$ cat src/rtl/snake_pkg.sv
// Shared types and constants for the snake game sequencer.
package snake_pkg;

    localparam int unsigned GRID_W = 80;
    localparam int unsigned GRID_H = 60;

    localparam logic [6:0] START_X = 7'd40;
    localparam logic [5:0] START_Y = 6'd30;
    localparam logic [6:0] FOOD0_X = 7'd20;
    localparam logic [5:0] FOOD0_Y = 6'd30;

    typedef enum logic [1:0] {
        UP    = 2'd0,
        DOWN  = 2'd1,
        LEFT  = 2'd2,
        RIGHT = 2'd3
    } dir_t;

    typedef enum logic [2:0] {
        IDLE  = 3'd0,
        RUN   = 3'd1,
        MOVE  = 3'd2,
        CHECK = 3'd3,
        PLACE = 3'd4,
        OVER  = 3'd5
    } state_t;

    function automatic dir_t reverse_of(input dir_t d);
        case (d)
            UP:      reverse_of = DOWN;
            DOWN:    reverse_of = UP;
            LEFT:    reverse_of = RIGHT;
            default: reverse_of = LEFT;
        endcase
    endfunction

endpackage

$ cat src/rtl/snake_game_ctrl_frame_tick.sv
// Synchronises vsync, detects frame starts and divides frames into game ticks.
module snake_frame_tick (
    input  logic       clk,
    input  logic       reset,
    input  logic       vsync,
    input  logic [6:0] game_speed,
    input  logic       clear,
    output logic       tick
);

    logic [1:0] vsync_sync;
    logic       vsync_d;
    logic       frame_pulse;
    logic [6:0] count;
    logic       at_limit;

    assign frame_pulse = vsync_sync[1] & ~vsync_d;
    assign at_limit    = ({1'b0, count} + 8'd1) >= {1'b0, game_speed};

    always_ff @(posedge clk or negedge reset) begin
        if (!reset) begin
            vsync_sync <= '0;
            vsync_d    <= 1'b0;
            count      <= '0;
            tick       <= 1'b0;
        end else begin
            vsync_sync <= {vsync_sync[0], vsync};
            vsync_d    <= vsync_sync[1];
            tick       <= 1'b0;
            if (clear) begin
                count <= '0;
            end else if (frame_pulse) begin
                if (at_limit) begin
                    count <= '0;
                    tick  <= 1'b1;
                end else begin
                    count <= count + 7'd1;
                end
            end
        end
    end

endmodule

$ cat src/rtl/snake_game_ctrl.sv
// Snake game sequencer: frame-derived tick, direction latch, head stepping,
// food/wall collision, LFSR food placement and score-driven speed-up.
module snake_game_ctrl
    import snake_pkg::*;
#(
    parameter int unsigned START_SPEED = 60,
    parameter int unsigned MIN_SPEED   = 8,
    parameter int unsigned SPEED_STEP  = 4
) (
    input  logic       clk,
    input  logic       reset,
    input  logic       vsync,
    input  logic       btn_up,
    input  logic       btn_down,
    input  logic       btn_left,
    input  logic       btn_right,
    output logic [6:0] head_x,
    output logic [5:0] head_y,
    output logic [6:0] food_x,
    output logic [5:0] food_y,
    output logic [6:0] game_speed,
    output logic [7:0] score,
    output logic       tick,
    output logic       grow,
    output logic       game_over,
    output logic       playing
);

    localparam logic [6:0] X_MAX       = 7'(GRID_W - 1);
    localparam logic [5:0] Y_MAX       = 6'(GRID_H - 1);
    localparam logic [6:0] X_LIM       = 7'(GRID_W);
    localparam logic [5:0] Y_LIM       = 6'(GRID_H);
    localparam logic [6:0] SPEED_INIT  = 7'(START_SPEED);
    localparam logic [6:0] SPEED_MIN   = 7'(MIN_SPEED);
    localparam logic [6:0] SPEED_DEC   = 7'(SPEED_STEP);
    localparam logic [7:0] SPEED_FLOOR = 8'(MIN_SPEED + SPEED_STEP);

    state_t      state, state_next;
    dir_t        dir, pending_dir, sel_dir;
    logic [15:0] lfsr;
    logic        lfsr_fb;
    logic        btn_any, btn_any_d, btn_edge;
    logic [6:0]  next_x, cand_x, speed_lowered;
    logic [5:0]  next_y, cand_y;
    logic        blocked, hit, cand_ok, speed_clear;

    assign btn_any     = btn_up | btn_down | btn_left | btn_right;
    assign lfsr_fb     = lfsr[15] ^ lfsr[13] ^ lfsr[12] ^ lfsr[10];
    assign hit         = (head_x == food_x) && (head_y == food_y);
    assign cand_x      = lfsr[6:0];
    assign cand_y      = lfsr[13:8];
    assign cand_ok     = (cand_x < X_LIM) && (cand_y < Y_LIM) &&
                         !((cand_x == head_x) && (cand_y == head_y));
    // Clamp before subtracting so a small speed never wraps around.
    assign speed_lowered = ({1'b0, game_speed} >= SPEED_FLOOR) ?
                           (game_speed - SPEED_DEC) : SPEED_MIN;
    assign speed_clear = ((state == IDLE) && btn_edge) || ((state == CHECK) && hit);

    snake_frame_tick u_frame_tick (
        .clk        (clk),
        .reset      (reset),
        .vsync      (vsync),
        .game_speed (game_speed),
        .clear      (speed_clear),
        .tick       (tick)
    );

    always_comb begin
        if (btn_up)        sel_dir = UP;
        else if (btn_down) sel_dir = DOWN;
        else if (btn_left) sel_dir = LEFT;
        else               sel_dir = RIGHT;
    end

    always_comb begin
        next_x  = head_x;
        next_y  = head_y;
        blocked = 1'b0;
        case (pending_dir)
            UP:      if (head_y == '0)    blocked = 1'b1; else next_y = head_y - 6'd1;
            DOWN:    if (head_y == Y_MAX) blocked = 1'b1; else next_y = head_y + 6'd1;
            LEFT:    if (head_x == '0)    blocked = 1'b1; else next_x = head_x - 7'd1;
            default: if (head_x == X_MAX) blocked = 1'b1; else next_x = head_x + 7'd1;
        endcase
    end

    always_ff @(posedge clk or negedge reset) begin
        if (!reset) state <= IDLE;
        else        state <= state_next;
    end

    always_comb begin
        state_next = state;
        case (state)
            IDLE:    if (btn_edge) state_next = RUN;
            RUN:     if (tick)     state_next = MOVE;
            MOVE:    state_next = blocked ? OVER : CHECK;
            CHECK:   state_next = hit ? PLACE : RUN;
            PLACE:   if (cand_ok)  state_next = RUN;
            OVER:    if (btn_edge) state_next = IDLE;
            default: state_next = IDLE;
        endcase
    end

    always_comb begin
        game_over = (state == OVER);
        playing   = (state == RUN) || (state == MOVE) || (state == CHECK) || (state == PLACE);
        grow      = (state == CHECK) && hit;
    end

    always_ff @(posedge clk or negedge reset) begin
        if (!reset) begin
            head_x      <= START_X;
            head_y      <= START_Y;
            food_x      <= FOOD0_X;
            food_y      <= FOOD0_Y;
            game_speed  <= SPEED_INIT;
            score       <= '0;
            dir         <= LEFT;
            pending_dir <= LEFT;
            lfsr        <= 16'hACE1;
            btn_any_d   <= 1'b0;
            btn_edge    <= 1'b0;
        end else begin
            lfsr      <= {lfsr[14:0], lfsr_fb};
            btn_any_d <= btn_any;
            btn_edge  <= btn_any & ~btn_any_d;
            case (state)
                IDLE: begin
                    if (btn_edge) begin
                        score       <= '0;
                        game_speed  <= SPEED_INIT;
                        head_x      <= START_X;
                        head_y      <= START_Y;
                        dir         <= LEFT;
                        pending_dir <= LEFT;
                    end
                end
                RUN: begin
                    if (btn_any && (sel_dir != reverse_of(dir))) pending_dir <= sel_dir;
                end
                MOVE: begin
                    dir <= pending_dir;
                    if (!blocked) begin
                        head_x <= next_x;
                        head_y <= next_y;
                    end
                end
                CHECK: begin
                    if (hit) begin
                        if (score != 8'hFF) score <= score + 8'd1;
                        game_speed <= speed_lowered;
                    end
                end
                PLACE: begin
                    if (cand_ok) begin
                        food_x <= cand_x;
                        food_y <= cand_y;
                    end
                end
                default: ;
            endcase
        end
    end

endmodule
$ cat config.mk
export PLATFORM = sky130hd
export DESIGN_NAME = snake_game_ctrl
export DESIGN_NICKNAME = d
export VERILOG_FILES = /design/src/rtl/snake_pkg.sv /design/src/rtl/snake_game_ctrl_frame_tick.sv /design/src/rtl/snake_game_ctrl.sv
export SDC_FILE = /design/constraint.sdc
export NUM_CORES = 1
export LEC_CHECK = 0
export CAP_MARGIN = 0
export CORE_MARGIN = 2
export CORE_UTILIZATION = 40
export CTS_BUF_LIST = sky130_fd_sc_hd__clkbuf_2 sky130_fd_sc_hd__clkbuf_4 sky130_fd_sc_hd__clkbuf_8
export DETAILED_ROUTE_END_ITERATION = 8
export MAX_ROUTING_LAYER = met4
export SETUP_SLACK_MARGIN = 0.5
export SLEW_MARGIN = 20
export SYNTH_ARGS = -nofsm -noshare
export SYNTH_HDL_FRONTEND = slang
export SYNTH_SLANG_ARGS = --single-unit
$ cat constraint.sdc
create_clock -name clk -period 7.1 [get_ports clk]
set_clock_uncertainty 0.05 [all_clocks]
set_input_delay 1.42 -clock clk [delete_from_list [all_inputs] [get_ports clk]]
set_output_delay 1.42 -clock clk [all_outputs]
set_load 0.03 [all_outputs]
==> Word-level counts from Yosys, hierarchy flattened <==
Cells that the tools add are included.
{ "totals": {"register_bits": 77, "ram_bits": 0, "latchBits": 0, "rom_bits": 0, "wordCells": 146, "output_inout_bits": 45, "inputBits": 7, "n_memories": 0} }
{ "op_classes": {"n_eq_ne": 31, "shifts": 0, "reduce_logical": 30, "magnitude_cmp": 4, "bitwise_logic": 10, "n_mux": 47, "multipliers": 0, "addsub": 8, "n_div": 0} }
{ "ops": {"columns": ["op", "count"], "rows": [
  ["$mux W7", 10],
  ["$pmux W7 S2", 3],
  ["$mux W6", 4],
  ["$mux W8", 3],
  ["$pmux W6 S2", 2],
  ["$mux W3", 6],
  ["$pmux W3 S6", 1],
  ["$pmux W8 S2", 1],
  ["$add A7 B1 Y7 const B", 2],
  ["$eq A7 B7 Y1", 2],
  ["$eq A6 B6 Y1", 2],
  ["$reduce_and A6 Y1", 2],
  ["$mux W2", 5],
  ["$ne A2 B2 Y1 const B", 5],
  ["$ne A3 B3 Y1 const B", 3],
  ["$add A7 B1 Y8 const B", 1],
  ["$add A8 B1 Y8 const B", 1],
  ["$ge A8 B7 Y1", 1],
  ["$mux W1", 8],
  ["$ne A2 B1 Y1 const B", 4],
  ["$ne A8 B8 Y1 const B", 1],
  ["$pmux W2 S2", 2],
  ["$reduce_and A4 Y1", 2],
  ["$reduce_bool A2 Y1", 4],
  ["33 further kinds", 55]
]} }

==> Depth between registers and ports, before layout <==
Gate-level depths: netlist of the first run.
{ "logic_depth": {"depth_word": 7, "ltp_mapped": 11, "depth_no_buf": 11} }

==> By module <==
From an unflattened synthesis of the first run, not the netlist that was laid out.
{ "unflattened": {"hier_cells": 435, "hier_area_um2": 4360.4} }
{ "by_module_without_submodules": {"columns": ["module", "cells_each", "instances", "area_each_um2"], "rows": [
  ["snake_game_ctrl", 358, 1, 3639.7],
  ["snake_frame_tick", 77, 1, 720.7]
]} }

==> Worst setup path before layout of the first run <==
No wires, ideal clock.
{ "synth_path": {"kind": "register -> output", "from": "register head_y[3]", "to": "output port grow", "arrival_ps": 1730, "path_stages_with_launch": 6, "path_buffers": 1, "slack_ps": 3900, "path_cell_list": "dfstp_2 > xor2_1 > or2_2 > nor4_1 > and2_1 > buf_2"} }
{ "synth_between": {"elab_chain_len": 3} }
{ "synth_rtl": {"columns": ["item", "line", "source"], "rows": [
  ["from (decl)", "snake_game_ctrl.sv:18", "output logic [5:0] head_y,"],
  ["from (signal assigned)", "snake_game_ctrl.sv:146", "head_y <= next_y;"],
  ["$eq A6 B6 Y1", "snake_game_ctrl.sv:49", "assign hit = (head_x == food_x) && (head_y == food_y);"],
  ["$logic_and A1 B1 Y1", "snake_game_ctrl.sv:49", null],
  ["$logic_and A1 B1 Y1", "snake_game_ctrl.sv:108", "grow = (state == CHECK) && hit;"],
  ["to (decl)", "snake_game_ctrl.sv:24", "output logic grow,"]
]} }
No other way between the ends.

==> Final worst setup path of the first run <==
Same ends and word-level chain as after synthesis.

==> summary.md, run 1 <==
| Metric | Value |
|---|---|
| Top-Level Pins | 52 |
| Cell area after synthesis | 0.00421 mm2 |
| Number of detailed-route iterations in the first pass | 4 |
| Synthesized-area fraction occupied by ao, oa, aoi and oai cells | 0.132 |
| Endpoints failing hold | 0 |
| Count of cell types in the netlist | 59 |
| Kind of capture point of the worst setup path | primary output |
| Worst-skew pair later-pin latency | 0.36 ns |
| Register area share after synthesis | 0.454 |
| Main combinational cell family by area after synthesis | simple AND/OR/NAND/NOR gates |
| Footprint of the multi-input gates | 0.00217 mm2 |
| Max-cap violation count | 0 |
| Port buffer count | 49 |
| Simple logic cell fraction of the synthesized area | 0.176 |
| Critical Path Max Stage Delay | 0.72 ns |
| Share of synthesized flip-flops with an asynchronous set or reset | 1.00 |
| Area Growth Syn to Fin | 18.5% |
| Final critical-path required period | 4.35 ns |
| Master of the slowest instance on the critical path | sky130_fd_sc_hd__clkdlybuf4s50_1 |
| Clock tree root driver cell | sky130_fd_sc_hd__clkbuf_8 |
| Critical-path maximum fanout | 7 |
| XOR/XNOR share of the synthesized area | 0.0874 |
| Status | completed |
| Crit Path Class | flip-flop to primary output |
| Die Y | 107 um |
| Slack of the worst reg-to-reg path | 4.27 ns |
| Detailed-route wire length per cell | 16.2 um |
| Die boundary width | 107 um |
| Post-Synth Adder-Cell Area | 0.0630 |
| 1st-iter DRT viols | 127 |
| Hold Buf Count CTS | 0 |
| Via Count | 3224 |
| Final setup violating endpoints | 0 |
| Part of the cycle the worst path needs | 0.613 |
| CTS tree | built |
| Final-layout fill cell count | 982 |
| Combinational Power Share | 0.175 |
| Top post-synthesis cells by count | 49 x sky130_fd_sc_hd__dfrtp_1, 34 x sky130_fd_sc_hd__nand2_1, 26 x sky130_fd_sc_hd__dfstp_2, 25 x sky130_fd_sc_hd__nor2_1, 24 x sky130_fd_sc_hd__a21oi_1 |
| Fraction of synthesized cell area taken by the top area cell type | 0.291 |
| Largest delay contributor family on the critical path | simple AND/OR/NAND/NOR gates |
| Maximum number of pins on one net before global-route repair | 76 |
| Crit path buffers/inverters | 1 |
| Number of synthesized register bits | 75 |
| Tightest Hold Check Type | flip-flop to flip-flop |
| Final Instance Area | 0.00499 mm2 |
| Vias per inst | 5.36 |
| P_sw | 296 uW |
| Count of antenna-violating nets left after detailed routing | 0 |
| Portion of netlist area occupied by mux cells | 0.0544 |
| Cell count after synthesis | 414 |
| Setup total negative slack | 0 ns |
| Final non-filler cell total | 601 |
| Grt ovf | 0 |
| Achievable Freq | 230 MHz |
| Total Die Area | 0.0114 mm2 |
| Worst endpoint data arrival time | 2.88 ns |
| Effective utilization at floorplan | 0.410 |
| Final-stage net count | 487 |
| Leading post-synthesis cells by cell area | sky130_fd_sc_hd__dfrtp_1 29%, sky130_fd_sc_hd__dfstp_2 16%, sky130_fd_sc_hd__ha_1 5.4%, sky130_fd_sc_hd__xnor2_1 4.8%, sky130_fd_sc_hd__xor2_1 4.0% |
| Sequential cell area in the final layout | 0.00191 mm2 |
| Number of remaining DRC errors | 0 |
| Setup crit start kind | flip-flop |
| Predominant post-synthesis flop cell | sky130_fd_sc_hd__dfrtp_1 |
| Area post-placement | 0.00479 mm2 |
| Headroom to the max-slew limit | 0.374 |
| Crit path cell chain | xor2_1 > or2_2 > nor4_1 > and2_1 > clkdlybuf4s50_1 |
| Mean instance size in the synthesized netlist | 10.2 um2 |
| RD Place Congestion | 0.838 |
| Static Leak | 0.00216 uW |
| Biggest area consumer among synthesized cells | sky130_fd_sc_hd__dfrtp_1 |
| Slew at the pin with the worst max-slew slack | 0.940 ns |
| Worst-case setup margin in the final layout | 2.75 ns |
| ANT cells | 0 |
| Max-slew violations | 0 |
| Most used standard cell by instance count after synthesis | sky130_fd_sc_hd__dfrtp_1 |
| Cell area power density | 198 mW/mm2 |
| First-pass GRT wire length | 16.7 mm |
| Postcts setup bufs | 0 |
| Half-perimeter wire length after detailed placement | 6.93 mm |
| H-tree depth | 3 |
| Maximum root-to-sink buffer count | 2 |
| Fraction of power spent switching nets | 0.300 |
| Aggregate global-route resource usage | 0.192 |
| Initial antenna violation count | 0 |
| Share of cells above drive strength 1 | 0.151 |
| Sequential fraction of design power | 0.486 |
| Post-synth EDFFs | 0 |
| Fraction of power consumed by the clock network | 0.339 |
| Clock-pin transition on the worst setup and hold timing paths | 0.08 ns |
| RSZ-0062 raised after global routing | false |
| Clock buffer count from CTS | 9 |
| Required time of the worst setup path | 5.63 ns |
| Vias in the first global route | 3290 |
| Count of clock tree sinks | 75 |
| Int Pwr | 692 uW |
| Setup WS pre-CTS | 3.15 ns |
| Area of the core region | 0.0103 mm2 |
| Number of placement rows | 37 |
| Number of gates given a new drive strength after cts | 0 |
| Count of warnings emitted by yosys | 0 |
| Final WL | 9.77 mm |
| Hold WS | 0.304 ns |
| Peak supply drop | 0.102 mV |
| Number of instances in the placed design | 585 |
-- worst paths after layout --
path                       cells past startpoint         to            from
max                                            5       grow       head_y[3]
min                                            0   lfsr[15]        lfsr[14]
max reg2reg                                    7  head_x[6]  pending_dir[1]
min reg2reg                                    0   lfsr[15]        lfsr[14]
max in group asynchronous                      1    lfsr[3]           reset
min in group asynchronous                      1   score[5]           reset
-- cell type report --
class	count	area share
Multi-Input combinational cell	312	0.434
Sequential cell	75	0.383
Timing Repair Buffer	51	0.101
Tap cell	136	0.0341
Clock buffer	10	0.0263
Clock inverter	6	0.0133
Inverter	11	0.00828
-- cell families (layout without fill, tap and decap cells) --
logic type | Yosys count | count (layout)
mux | 21 | 21
other cells | 1 | 2
compound gates | 86 | 86
buf+inv | 28 | 78
fa+ha+maj | 20 | 20
xor+xnor | 42 | 42
simple gates | 141 | 141
flops | 75 | 75
-- layout by cell type, fill, tap and decap left out, types with 5 or more instances in the layout --
master	synthesis	final
sky130_fd_sc_hd__a21o_1	6	6
sky130_fd_sc_hd__xor2_1	19	19
sky130_fd_sc_hd__nand4_1	5	5
sky130_fd_sc_hd__ha_1	18	18
sky130_fd_sc_hd__nor4_1	9	9
sky130_fd_sc_hd__xnor2_1	23	23
sky130_fd_sc_hd__a21oi_1	24	24
sky130_fd_sc_hd__mux2_2	14	14
sky130_fd_sc_hd__a22o_1	5	5
sky130_fd_sc_hd__nand3_1	14	14
sky130_fd_sc_hd__dfrtp_1	49	49
sky130_fd_sc_hd__nor2_1	25	25
sky130_fd_sc_hd__and3_1	8	8
sky130_fd_sc_hd__nand2b_1	5	5
sky130_fd_sc_hd__dfstp_2	26	26
sky130_fd_sc_hd__nor3_1	14	14
sky130_fd_sc_hd__o21ai_0	21	21
sky130_fd_sc_hd__nand2_1	34	34
sky130_fd_sc_hd__nor2b_1	5	5
sky130_fd_sc_hd__clkdlybuf4s50_1	0	48
sky130_fd_sc_hd__inv_1	11	11
sky130_fd_sc_hd__mux2i_1	6	6
sky130_fd_sc_hd__clkbuf_8	0	9
-- per-stage QoR --
stage / total power (uW) / utilization
global placement: 657 / 0.466
global route: 1050 / 0.485
floorplan: 614 / -
finish: 988 / 0.485
CTS: 1000 / 0.485
detailed placement: 662 / 0.466
-- sequential cells by signal (all words and copies together) (netlist names), 3 cells and up --
signal and count:
u_frame_tick.count 7, head_y 6, food_x 7, game_speed 5
score 8, head_x 7, state 3, food_y 6
lfsr 16
-- layer usage --
layer  part of all wire  up-vias  GRT usage  wire (um)
li1                   -     1570          -          -
met1               0.47     1578      0.249       4590
met2               0.48       64      0.307       4650
met3              0.043       12     0.0486        419
met4              0.011        0     0.0390        104
met5                  0        -          -          0
-- power groups by stage --
stage	Combinational, uW	Sequential, uW	Clock, uW
finish	173	480	334
global route	201	485	364
CTS	175	480	344
detailed placement	174	488	0
global placement	170	487	0
floorplan	132	481	0
Power figures use the tool's default switching activity.
==> inputs of run 2 (changes only) <==
==> constraint.sdc (replaced) <==
create_clock -name clk -period 4.5 [get_ports clk]
set_clock_uncertainty 0.05 [all_clocks]
set_input_delay 0.9 -clock clk [delete_from_list [all_inputs] [get_ports clk]]
set_output_delay 0.9 -clock clk [all_outputs]
set_load 0.03 [all_outputs]
==> run 2 against run 1 <==
Net effect: final cell count is 0.17% higher; worst hold slack got worse by 0.0034 ns; setup slack worse by 2.1 ns; critical path depth is the same; count of clock-buffer cells in the layout rose by 3; design area increased by 0.18%; wire length increased by 2.7%; largest cell class unchanged; highest routed layer unchanged.
==> summary.md, run 2 (synthesized netlist as in run 1, its figures left out) <==
| Metric | Value |
|---|---|
| Peak supply drop | 0.158 mV |
| Top-Level Pins | 52 |
| First-pass GRT wire length | 16.8 mm |
| Final setup violating endpoints | 0 |
| Aggregate global-route resource usage | 0.196 |
| Total Die Area | 0.0114 mm2 |
| Tightest Hold Check Type | flip-flop to flip-flop |
| Worst endpoint data arrival time | 2.87 ns |
| RD Place Congestion | 0.843 |
| Maximum root-to-sink buffer count | 2 |
| Count of antenna-violating nets left after detailed routing | 0 |
| Number of detailed-route iterations in the first pass | 4 |
| Worst-skew pair later-pin latency | 0.35 ns |
| Status | completed |
| Die boundary width | 107 um |
| Initial antenna violation count | 0 |
| Required time of the worst setup path | 3.55 ns |
| Area post-placement | 0.00480 mm2 |
| Final critical-path required period | 3.82 ns |
| Final-stage net count | 488 |
| Most used cells in the layout excluding fill and tap cells | 49 x sky130_fd_sc_hd__dfrtp_1, 48 x sky130_fd_sc_hd__clkdlybuf4s50_1, 34 x sky130_fd_sc_hd__nand2_1, 26 x sky130_fd_sc_hd__dfstp_2, 25 x sky130_fd_sc_hd__nor2_1 |
| 1st-iter DRT viols | 156 |
| Number of gates given a new drive strength after cts | 0 |
| Slew at the pin with the worst max-slew slack | 0.965 ns |
| Setup total negative slack | 0 ns |
| Commonest non-fill, non-tap cell in the layout | sky130_fd_sc_hd__dfrtp_1 |
| Area of the core region | 0.0103 mm2 |
| Crit Path Class | flip-flop to primary output |
| Number of placement rows | 37 |
| Largest Register | lfsr |
| H-tree depth | 3 |
| Clock buffer count from CTS | 9 |
| Share of cells above drive strength 1 | 0.152 |
| CTS tree | built |
| Final Instance Area | 0.00500 mm2 |
| Half-perimeter wire length after detailed placement | 7.09 mm |
| Cell area power density | 310 mW/mm2 |
| Endpoints failing hold | 0 |
| Detailed-route wire length per cell | 16.7 um |
| Largest delay contributor family on the critical path | simple AND/OR/NAND/NOR gates |
| Max reg flops | 16 |
| Master of the slowest instance on the critical path | sky130_fd_sc_hd__clkdlybuf4s50_1 |
| Setup crit start kind | flip-flop |
| Critical-path maximum fanout | 7 |
| Effective utilization at floorplan | 0.410 |
| Area Growth Syn to Fin | 18.7% |
| Vias in the first global route | 3212 |
| Maximum number of pins on one net before global-route repair | 76 |
| Clock tree root driver cell | sky130_fd_sc_hd__clkbuf_8 |
| Critical Path Max Stage Delay | 0.71 ns |
| Final WL | 10.0 mm |
| Max-slew violations | 0 |
| Postcts setup bufs | 0 |
| Count of clock tree sinks | 75 |
| Vias per inst | 5.39 |
| Number of remaining DRC errors | 0 |
| Max-cap violation count | 0 |
| Clock-pin transition on the worst setup and hold timing paths | 0.08 ns |
| Hold Buf Count CTS | 0 |
| Port buffer count | 49 |
| Crit path buffers/inverters | 1 |
| Kind of capture point of the worst setup path | primary output |
| Largest regs | lfsr (16), score (8) |
| RSZ-0062 raised after global routing | false |
| Via Count | 3244 |
| Die Y | 107 um |
| Part of the cycle the worst path needs | 0.850 |
| Static Leak | 0.00217 uW |
| Crit path cell chain | xor2_1 > or2_2 > nor4_1 > and2_1 > clkdlybuf4s50_1 |
| Headroom to the max-slew limit | 0.356 |
| Final-layout fill cell count | 967 |
| ANT cells | 0 |
| Grt ovf | 0 |
| Achievable Freq | 262 MHz |
[run 2: layout make-up]
type                       instances  area, um2  share of cell area
multi-input combinational        312       2170               0.434
clock buffer                      13        179              0.0358
inverter                          11       41.3             0.00826
timing repair buffer              52        510               0.102
tap                              136        170              0.0341
clock inverter                     3       20.0             0.00401
sequential                        75       1910               0.382
[run 2: final timing paths]
kind | start | endpoint | slack [ns] | cells past startpoint
worst max-delay path | head_y[3] | grow | 0.68 | 5
worst min-delay path | lfsr[14] | lfsr[15] | 0.30 | 0
worst max register to register | state[2] | score[0] | 1.60 | 6
worst min register to register | lfsr[14] | lfsr[15] | 0.30 | 0
max in group asynchronous | reset | food_x[0] | 3.13 | 1
min in group asynchronous | reset | score[5] | 0.65 | 1
[run 2: layer usage]
metal	global-route usage	wire length (um)
met5	-	0
met4	0.0492	159
met2	0.300	4670
met3	0.0541	449
met1	0.259	4750
[run 2: through the flow]
stage	instances	total power [uW]	utilization	hold slack, ns	setup WS, ns
5_1_grt	602	1650	0.486	0.320	0.515
3_5_place_dp	586	1050	0.467	0.287	1.05
6_report	602	1550	0.486	0.301	0.676
3_3_place_gp	586	1040	0.467	0.284	1.10
4_1_cts	602	1570	0.486	0.309	0.662
2_1_floorplan	415	968	-	0.281	1.82
[run 2: power by group]
| part | internal, uW | switching [uW] |
|---|---|---|
| clock | 260 | 251 |
| sequential | 710 | 51.2 |
| combinational | 121 | 157 |
[run 2: worst reg2reg max path, delay by kind of cell, from the launching register on]
family | cells | cell delay (ns)
AOI/OAI and AO/OA | 1 | 0.27
DFF | 1 | 0.53
muxes | 1 | 0.32
and+or+nand+nor | 4 | 1.62
==> inputs of run 3 (changes only) <==
==> constraint.sdc (replaced) <==
create_clock -name clk -period 3.5 [get_ports clk]
set_clock_uncertainty 0.05 [all_clocks]
set_input_delay 0.7 -clock clk [delete_from_list [all_inputs] [get_ports clk]]
set_output_delay 0.7 -clock clk [all_outputs]
set_load 0.03 [all_outputs]
==> run 3 against run 2 <==
Net effect: total power up 40%; largest cell class unchanged; register-to-register slack worse by 0.85 ns; clock power up 63%.
==> summary.md, run 3 (synthesized netlist as in run 1, its figures left out) <==
| Metric | Value |
|---|---|
| Worst-skew pair later-pin latency | 0.35 ns |
| Total Die Area | 0.0114 mm2 |
| First-pass GRT wire length | 16.7 mm |
| Most common cell type on the critical path | sky130_fd_sc_hd__buf_4 |
| Part of the cycle the worst path needs | 0.812 |
| Slew at the pin with the worst max-slew slack | 0.960 ns |
| Setup crit start kind | flip-flop |
| Maximum number of pins on one net before global-route repair | 76 |
| RD Place Congestion | 0.874 |
| 1st-iter DRT viols | 118 |
| Number of detailed-route iterations in the first pass | 4 |
| Sequential fraction of design power | 0.450 |
| Top-Level Pins | 52 |
| Fraction of power consumed by the clock network | 0.383 |
| Status | completed |
| Share of cells above drive strength 1 | 0.173 |
| Crit path cell chain | xor2_1 > or2_2 > nor4_2 > buf_4 > and2_1 > buf_4 |
| H-tree depth | 3 |
| Endpoint of the lowest-slack register-to-register path | u_frame_tick.count[1] |
| Met1 routing resource usage after global routing | 0.251 |
| Int Pwr | 1580 uW |
| Final setup violating endpoints | 0 |
| Worst endpoint data arrival time | 2.09 ns |
| Static Leak | 0.00224 uW |
| Achievable Freq | 352 MHz |
| Master of the slowest instance on the critical path | sky130_fd_sc_hd__dfstp_2 |
| Hold path start | u_frame_tick.vsync_sync[0] |
| P_sw | 589 uW |
| Vias in the first global route | 3222 |
| Max-slew violations | 0 |
| Commonest non-fill, non-tap cell in the layout | sky130_fd_sc_hd__dfrtp_1 |
| Most used cells in the layout excluding fill and tap cells | 48 x sky130_fd_sc_hd__dfrtp_1, 47 x sky130_fd_sc_hd__clkdlybuf4s50_1, 34 x sky130_fd_sc_hd__nand2_1, 26 x sky130_fd_sc_hd__dfstp_2, 25 x sky130_fd_sc_hd__nor2_1 |
| Clock-pin transition on the worst setup and hold timing paths | 0.07 ns |
| Via Count | 3243 |
| ANT cells | 0 |
| Tightest Hold Check Type | flip-flop to flip-flop |
| Vias per inst | 5.32 |
| Aggregate global-route resource usage | 0.193 |
| Final Instance Area | 0.00512 mm2 |
| Most Crowded Layer GR | met2 |
| Clock buffer count from CTS | 9 |
| Port buffer count | 49 |
| Detailed-route wire length per cell | 16.3 um |
| Maximum root-to-sink buffer count | 2 |
| Required time of the worst setup path | 2.75 ns |
| Crit path buffers/inverters | 2 |
| Critical Path Max Stage Delay | 0.58 ns |
| Combinational Power Share | 0.167 |
| Area of the core region | 0.0103 mm2 |
| Peak supply drop | 0.216 mV |
| Clock tree root driver cell | sky130_fd_sc_hd__clkbuf_8 |
| GR Util met3 | 0.0480 |
| Area Growth Syn to Fin | 21.6% |
| Final-stage net count | 497 |
| Count of antenna-violating nets left after detailed routing | 0 |
| Critical-path maximum fanout | 5 |
| Area post-placement | 0.00484 mm2 |
| Cell area power density | 424 mW/mm2 |
| Largest Register | lfsr |
| Die Y | 107 um |
| Worst reg2reg path depth | 11 |
| Max reg flops | 16 |
| Final critical-path required period | 2.84 ns |
| Final WL | 9.95 mm |
| Headroom to the max-slew limit | 0.360 |
| Worst reg2reg path startpoint | u_frame_tick.count[0] |
| GR Layer Usage met2 | 0.300 |
| Half-perimeter wire length after detailed placement | 7.07 mm |
| Endpoints failing hold | 0 |
| Worst-case setup margin in the final layout | 0.658 ns |
| Setup total negative slack | 0 ns |
| Fraction of power spent switching nets | 0.271 |
| Slack of the worst reg-to-reg path | 0.75 ns |
| Crit Path Class | flip-flop to primary output |
| CTS tree | built |
| Endpoint of the worst hold-timing path | u_frame_tick.vsync_sync[1] |
| Kind of capture point of the worst setup path | primary output |
| Initial antenna violation count | 0 |
| Number of remaining DRC errors | 0 |
| Setup WS pre-CTS | 0.383 ns |
| Effective utilization at floorplan | 0.410 |
| Worst hold stages | 0 |
| Count of clock tree sinks | 75 |
| RSZ-0062 raised after global routing | false |
| Grt ovf | 0 |
| Number of placement rows | 37 |
| Die boundary width | 107 um |
| Largest regs | lfsr (16), score (8) |
| Max-cap violation count | 0 |
| Hold WS | 0.313 ns |
| Largest delay contributor family on the critical path | simple AND/OR/NAND/NOR gates |
==> run 3: cell types whose count changed in the layout (fill, tap and decap cells not counted), sizes merged <==
cell | before | now
clkdlybuf4s50 | 48 | 47
bufinv | 0 | 3
clkinvlp | 2 | 1
clkinv | 1 | 0
buf | 4 | 14
clkbuf | 13 | 11
==> run 3: timing repair <==
action | 4_1_cts | 5_1_grt
gates cloned | 0 | 0
hold buffers | 0 | 0
setup buffers | 0 | 3
endpoints found under the setup margin | 1 | 1
gates resized for setup | 6 | 3
==> run 3: layout make-up <==
class / instances / area [um2]
Timing Repair Buffer: 61 / 576
Fill cell: 959 / 5160
Clock inverter: 4 / 97.6
Multi-Input combinational cell: 312 / 2170
Tap cell: 136 / 170
Clock buffer: 11 / 151
Sequential cell: 75 / 1910
Inverter: 11 / 41.3
==> run 3: worst max-delay path by stage <==
stage / from / end / cells past startpoint
2_1_floorplan: head_y[3] / grow / 5
3_3_place_gp: head_y[3] / grow / 6
3_5_place_dp: head_y[3] / grow / 6
4_1_cts: head_y[3] / grow / 6
5_1_grt: head_y[3] / grow / 6
6_report: head_y[3] / grow / 6
==> run 3: layer usage <==
metal	share of wire	wire length (um)
met1	0.47	4630
met4	0.014	136
met5	0	0
met2	0.47	4710
met3	0.047	468
==> run 3: power groups by stage <==
stage / combinational, uW / clock, uW / sequential [uW]
global placement: 351 / 0 / 990
CTS: 363 / 856 / 977
floorplan: 269 / 0 / 976
global route: 411 / 888 / 987
detailed placement: 361 / 0 / 991
finish: 362 / 831 / 977
==> run 3: through the flow <==
stage / std cells / utilization / total power (uW)
final: 610 / 0.498 / 2170
after global routing: 610 / 0.498 / 2290
after CTS: 607 / 0.495 / 2200
after detailed placement: 592 / 0.471 / 1350
after global placement: 592 / 0.471 / 1340
after floorplan: 415 / - / 1240
